## src/rtl/scan_chain_ctrl.sv

```systemverilog
// Scan chain sequencer: serial load, CAP_CYCLES capture edges, serial unload.
// Optional compare against EXPECT/MASK when SCAN_CHAIN_CTRL_COMPARE_EN is defined.
module scan_chain_ctrl #(
  parameter int CHAIN_LEN  = 32,
  parameter int CAP_CYCLES = 1
) (
  input  logic                 CLK,
  input  logic                 RST,
  input  logic                 START,
  input  logic [CHAIN_LEN-1:0] LOAD_DATA,
`ifdef SCAN_CHAIN_CTRL_COMPARE_EN
  input  logic [CHAIN_LEN-1:0] EXPECT,
  input  logic [CHAIN_LEN-1:0] MASK,
  output logic                 MISMATCH,
`endif
  output logic                 SE,
  output logic                 SI,
  input  logic                 SO,
  output logic                 BUSY,
  output logic                 DONE,
  output logic [CHAIN_LEN-1:0] UNLOAD_DATA
);

  // Wide enough for both the chain length and the capture count.
  localparam int LEN_W = $clog2(CHAIN_LEN + 1);
  localparam int CAP_W = $clog2(CAP_CYCLES + 1);
  localparam int CNT_W = (LEN_W > CAP_W) ? LEN_W : CAP_W;
  localparam logic [CNT_W-1:0] LEN_C = CNT_W'(CHAIN_LEN);
  localparam logic [CNT_W-1:0] CAP_C = CNT_W'(CAP_CYCLES);
  localparam logic [CNT_W-1:0] ONE_C = CNT_W'(1);

  typedef enum logic [1:0] {
    S_IDLE,
    S_SHIFT_IN,
    S_CAPTURE,
    S_SHIFT_OUT
  } state_t;

  state_t               state_q, state_d;
  logic [CNT_W-1:0]     cnt_q, cnt_d;
  logic [CHAIN_LEN-1:0] sr_q, sr_d;
  logic                 se_q, se_d;
  logic                 si_q, si_d;
  logic                 busy_q, busy_d;
  logic                 done_q, done_d;
  logic [CHAIN_LEN-1:0] unload_q, unload_d;
  logic [CHAIN_LEN-1:0] assembled;
  logic                 last_cnt;
`ifdef SCAN_CHAIN_CTRL_COMPARE_EN
  logic [CHAIN_LEN-1:0] exp_q, exp_d;
  logic [CHAIN_LEN-1:0] mask_q, mask_d;
  logic                 mismatch_q, mismatch_d;
`endif

  // SO is the pre-edge Q of the tail flop; first sample lands in the MSB.
  assign assembled = {sr_q[CHAIN_LEN-2:0], SO};
  assign last_cnt  = (cnt_q == ONE_C);

  always_comb begin
    state_d  = state_q;
    cnt_d    = cnt_q;
    sr_d     = sr_q;
    se_d     = se_q;
    si_d     = si_q;
    busy_d   = busy_q;
    done_d   = 1'b0;
    unload_d = unload_q;
`ifdef SCAN_CHAIN_CTRL_COMPARE_EN
    exp_d      = exp_q;
    mask_d     = mask_q;
    mismatch_d = mismatch_q;
`endif
    case (state_q)
      S_IDLE: begin
        if (START) begin
          sr_d    = {LOAD_DATA[CHAIN_LEN-2:0], 1'b0};
          si_d    = LOAD_DATA[CHAIN_LEN-1];
          se_d    = 1'b1;
          busy_d  = 1'b1;
          cnt_d   = LEN_C;
          state_d = S_SHIFT_IN;
`ifdef SCAN_CHAIN_CTRL_COMPARE_EN
          exp_d  = EXPECT;
          mask_d = MASK;
`endif
        end
      end
      S_SHIFT_IN: begin
        cnt_d = cnt_q - ONE_C;
        if (last_cnt) begin
          se_d    = 1'b0;
          si_d    = 1'b0;
          cnt_d   = CAP_C;
          state_d = S_CAPTURE;
        end else begin
          si_d = sr_q[CHAIN_LEN-1];
          sr_d = sr_q << 1;
        end
      end
      S_CAPTURE: begin
        cnt_d = cnt_q - ONE_C;
        if (last_cnt) begin
          se_d    = 1'b1;
          si_d    = 1'b0;
          cnt_d   = LEN_C;
          state_d = S_SHIFT_OUT;
        end
      end
      S_SHIFT_OUT: begin
        // sr_q is all zeros after the load, so it doubles as the unload buffer.
        sr_d  = assembled;
        cnt_d = cnt_q - ONE_C;
        if (last_cnt) begin
          unload_d = assembled;
          se_d     = 1'b0;
          busy_d   = 1'b0;
          done_d   = 1'b1;
          cnt_d    = '0;
          state_d  = S_IDLE;
`ifdef SCAN_CHAIN_CTRL_COMPARE_EN
          mismatch_d = |((assembled ^ exp_q) & ~mask_q);
`endif
        end
      end
      default: begin
        state_d = S_IDLE;
        cnt_d   = '0;
        se_d    = 1'b0;
        si_d    = 1'b0;
        busy_d  = 1'b0;
      end
    endcase
  end

  always_ff @(posedge CLK) begin
    if (RST) begin
      state_q  <= S_IDLE;
      cnt_q    <= '0;
      sr_q     <= '0;
      se_q     <= 1'b0;
      si_q     <= 1'b0;
      busy_q   <= 1'b0;
      done_q   <= 1'b0;
      unload_q <= '0;
`ifdef SCAN_CHAIN_CTRL_COMPARE_EN
      exp_q      <= '0;
      mask_q     <= '0;
      mismatch_q <= 1'b0;
`endif
    end else begin
      state_q  <= state_d;
      cnt_q    <= cnt_d;
      sr_q     <= sr_d;
      se_q     <= se_d;
      si_q     <= si_d;
      busy_q   <= busy_d;
      done_q   <= done_d;
      unload_q <= unload_d;
`ifdef SCAN_CHAIN_CTRL_COMPARE_EN
      exp_q      <= exp_d;
      mask_q     <= mask_d;
      mismatch_q <= mismatch_d;
`endif
    end
  end

  assign SE          = se_q;
  assign SI          = si_q;
  assign BUSY        = busy_q;
  assign DONE        = done_q;
  assign UNLOAD_DATA = unload_q;
`ifdef SCAN_CHAIN_CTRL_COMPARE_EN
  assign MISMATCH    = mismatch_q;
`endif

endmodule
```

## config.mk

```make
export PLATFORM = sky130hd
export DESIGN_NAME = scan_chain_ctrl
export DESIGN_NICKNAME = d
export VERILOG_FILES = /design/src/rtl/scan_chain_ctrl.sv
export SDC_FILE = /design/constraint.sdc
export NUM_CORES = 1
export LEC_CHECK = 0
export BUFFER_PORTS_ARGS = -buffer_cell sky130_fd_sc_hd__buf_4
export CORE_ASPECT_RATIO = 0.75
export CORE_MARGIN = 3
export CORE_UTILIZATION = 51
export DETAILED_ROUTE_END_ITERATION = 16
export PLACE_DENSITY = 0.82
export SLEW_MARGIN = 15
export SYNTH_ARGS = -nofsm -noshare
export SYNTH_HDL_FRONTEND = slang
export SYNTH_SLANG_ARGS = --single-unit
```

## constraint.sdc

```tcl
create_clock -name CLK -period 2.74 [get_ports CLK]
set_input_delay 0.548 -clock CLK [delete_from_list [all_inputs] [get_ports CLK]]
set_output_delay 0.548 -clock CLK [all_outputs]
set_load 0.01 [all_outputs]
```

Word-level counts from Yosys, hierarchy flattened
Cells that the tools add are included.
- bits in registers: 76
- input port bits: 36
- output and inout port bits: 36
- logic and storage cells: 54
- add/subtract/negate cells: 1
- eq/ne operators: 10
- muxes and demuxes: 22
- bitwise gates (word level): 1
- reductions and logical operators: 12
- operators by type and width (cell ; count):
    $pmux W32 S3 ; 1
    $mux W32 ; 2
    $mux W6 ; 4
    $pmux W6 S4 ; 1
    $reduce_and A3 Y1 ; 4
    $ne A2 B2 Y1 const B ; 5
    $mux W2 ; 4
    $pmux W2 S4 ; 1
    $eq A6 B1 Y1 const B ; 1
    $mux W1 ; 6
    $pmux W1 S3 ; 2
    $reduce_bool A3 Y1 ; 2
    $sub A6 B1 Y6 const B ; 1
    $eq A2 B2 Y1 const B ; 2
    $reduce_and A4 Y1 ; 1
    $reduce_or A2 Y1 ; 2
    $eq A2 B1 Y1 const B ; 1
    $logic_not A2 Y1 ; 1
    $ne A2 B1 Y1 const B ; 1
    $pmux W1 S2 ; 1
    $reduce_and A2 Y1 ; 1
    $reduce_bool A2 Y1 ; 1
    $not A1 Y1 ; 1

Depth between registers and ports, before layout
- depth after elaboration: 4
- gate-level depth with buffers: 9
- depth with buffers taken out: 6

Worst setup path after synthesis
Ideal clock, no wire load.
- path type: flip-flop to flip-flop
- start point: register state_q[0]
- end point: register sr_q[1]
- setup time: 0.144 ns
- arrival time: 1.786 ns
- data required time: 2.596 ns
- slack: 0.810 ns
- cell stages (with the launch flop): 8
- buffers on the path: 2
- clock period less this slack: 1.930 ns
- cells stage by stage: dfxtp_1 inv_1 ha_1 nor2b_1 buf_2 a311oi_4 buf_2 a311oi_2
- word-level cells in the longest chain between the ends: 3
- elaborated cells on any way between the ends: 8
- those cells by class: eq/ne: 4; mux: 1; reduce/logical: 3
- ends and longest elaborated chain (what ; line ; RTL):
    start, declared ; 39 ; state_t state_q, state_d;
    start signal, assigned ; 151 ; state_q <= state_d;
    $eq A2 B1 Y1, or another cell as far along ; 73 ; case (state_q)
    $ne A2 B2 Y1 (no source line) / $reduce_bool A3 Y1 (equally long branches) ; - ;
    $reduce_and A3 Y1 (no source line) ; - ;
    end signal, assigned ; 153 ; sr_q <= sr_d;
    end, declared ; 41 ; logic [CHAIN_LEN-1:0] sr_q, sr_d;
Parallel ways exist; a longest one is shown, timed or not.
A chain may end at the register's enable or synchronous reset.

Worst setup path in the final report
- start point: register state_q[0]
- end point: register sr_q[15]
Same word-level chain as after synthesis.

==> out/metrics.yaml <==
grt_max_degree: 59
tightest_slew_ns: 0.734
clk_latency_ns: 0.35
drive_gt1_frac: 0.274
cts_resized: 0
dp_slack_ns: 0.601
ant_nets: 0
dieArea_um2: 7730
syn_inst: 405
grt_overflow: 0
clk_pin_slew_ns: 0.08
synth_fp_nets: 447
synth_top_area_share: 0.445
stdcell_area_um2: 4220
p_leak_nw: 1.66
grt_pass1_vias: 2879
drt-initial-drc-count: 286
grt_pass1_wl_um: 13900
maxCapViolCount: 0
ys_seq_area_frac: 0.445
slowest_delay_ns: 0.39
maxSlewViolCount: 0
clockBufferDepth: 2
antennaDiodeCount: 0
critPathMaxFanout: 48
antenna_found_initial: 0
core_um2: 6380
place_area_um2: 3980
skew_ns: 0.0108
final_common_cell: "nand2_1"
htreeDepth: 3
dp_hpwl_um: 5410
rows: 25
finalCriticalPeriod_ns: 2.18
critPathTopFamily: "compound AO/OA/AOI/OAI gates"
areaGrowthSynthToFinish_pct: 23.4
rsz0062_at_grt: "false"
crit_type: "register to register"
cp_num_buf_inv: 2
end_kind: "register"
fin_crit_sh: 0.795
cp_slowest_cell: "dfxtp_1"
layout_common_cells: "nand2_1 (98), buf_4 (81), dfxtp_1 (76)"
avgSynthCellArea_um2: 8.44
yosys_warnings: 0
die_w_um: 101
hold_viol: 0
cts_sinks: 76
max_slew_margin: 0.511
fill_cells: 552
routed_via_density: 5.69
start_util: 0.535
detail_route.wl_per_cell_um: 14.9
fmax_ghz: 0.459
synth_cell_types: 36
arrival_ns: 2.44
start_kind: "register"
wirelength_um: 8190
vias: 3117
drc: 0
power_mw: 4.28
hold_buffers: 0
synthTopCellsByArea: "dfxtp_1 (45%), a311oi_2 (12%), nand2_1 (11%)"
grt_usage: 0.220
ys_ff_latch: 76
io_pins: 72
cts_tree: "done"
drt_pass1_iterations: 7
cts_setup_buffers: 0
cts_buffers: 9
p_per_area_nw_per_um2: 1010
synth_top_area_cell: "dfxtp_1"
place.gp.congestion: 0.832
final_nets: 504
status: "completed"
setup_violations: 0
dieHeight_um: 76.9
fin_tns_setup_ns: 0
fin_ws_ns: 0.561
ir_drop_mv: 0.490
port-buffer-count: 71
cp.required_ns: 3.00
path_cells: "inv_1 -> ha_1 -> nor2b_1 -> a311oi_4 -> buf_12 -> nor2_1 -> a311oi_2"
fin_util: 0.661
cts_root_buffer: "clkbuf_8"
holdCritPathClass: "register to register"
syn_area_um2: 3420
## area by class of cell
class,instances,area [um^2],area share
multi-input combinational,286,1700,0.403
sequential,76,1520,0.361
timing repair buffer,82,628,0.149
clock buffer,10,128,0.0303
clock inverter,6,113,0.0267
tap,81,101,0.0240
inverter,7,26.3,0.00623
## worst min-delay path, cell delays in order (launching register included)
cell and delay, ns:
dfxtp_1 0.31, nand2_1 0.05, a21oi_1 0.05
## cells by family after synthesis
logic type      after synthesis  share of synthesized area
flops                        76                      0.445
xor+xnor                      2                    0.00513
fa+ha+maj                     6                     0.0220
compound gates              121                      0.281
simple gates                157                      0.189
buf+inv                      43                     0.0579
## per-layer routing
metal | GRT usage | up-vias | share of wire
li1 | - | 1519 | -
met1 | 0.309 | 1474 | 0.45
met2 | 0.323 | 112 | 0.45
met3 | 0.0736 | 12 | 0.086
met4 | 0.0606 | 0 | 0.013
met5 | 0 | - | 0
## report_power, final
part	internal [mW]	switching, mW	leakage (nW)
Combinational	0.681	0.966	0.919
Clock	0.607	0.415	0.120
Sequential	1.38	0.229	0.622
## path summary, 6_finish.rpt
| path | from | end | slack, ns | depth (start not counted) |
|---|---|---|---|---|
| worst max-delay path | state_q[0] | sr_q[15] | 0.56 | 7 |
| worst min-delay path | UNLOAD_DATA[27] | UNLOAD_DATA[27] | 0.46 | 2 |
| worst max register to register | state_q[0] | sr_q[15] | 0.56 | 7 |
| worst min register to register | UNLOAD_DATA[27] | UNLOAD_DATA[27] | 0.46 | 2 |
## flip-flops by register name, indices dropped and copies added, names as in the netlist
signal,count
UNLOAD_DATA,32
sr_q,32
cnt_q,6
state_q,2
BUSY,1
DONE,1
SE,1
SI,1
## synth_stat cells
| master | n |
|---|---|
| a211oi_1 | 1 |
| a21oi_1 | 42 |
| a22oi_1 | 1 |
| a311oi_1 | 3 |
| a311oi_2 | 28 |
| a311oi_4 | 1 |
| a31oi_1 | 1 |
| and2_0 | 1 |
| and3_1 | 2 |
| buf_2 | 5 |
| buf_4 | 2 |
| buf_6 | 3 |
| clkbuf_1 | 26 |
| dfxtp_1 | 76 |
| ha_1 | 6 |
| inv_1 | 7 |
| nand2_1 | 98 |
| nand2b_1 | 2 |
| nand3_1 | 2 |
| nand3b_1 | 2 |
| nor2_1 | 40 |
| nor2b_1 | 2 |
| nor3_1 | 4 |
| nor3_4 | 1 |
| nor3b_1 | 1 |
| o211a_1 | 2 |
| o211ai_1 | 1 |
| o21a_1 | 2 |
| o21ai_0 | 34 |
| o221ai_1 | 1 |
| o22a_1 | 1 |
| o31a_1 | 2 |
| o32ai_1 | 1 |
| or3_1 | 1 |
| or4_1 | 1 |
| xnor2_1 | 2 |
## metrics by stage
step,std cells,hold slack [ns]
2_1_floorplan,405,0.442
3_5_place_dp,532,0.448
6_report,548,0.455
3_3_place_gp,532,0.444
4_1_cts,548,0.455
5_1_grt,548,0.466
Power figures use the tool's default switching activity.
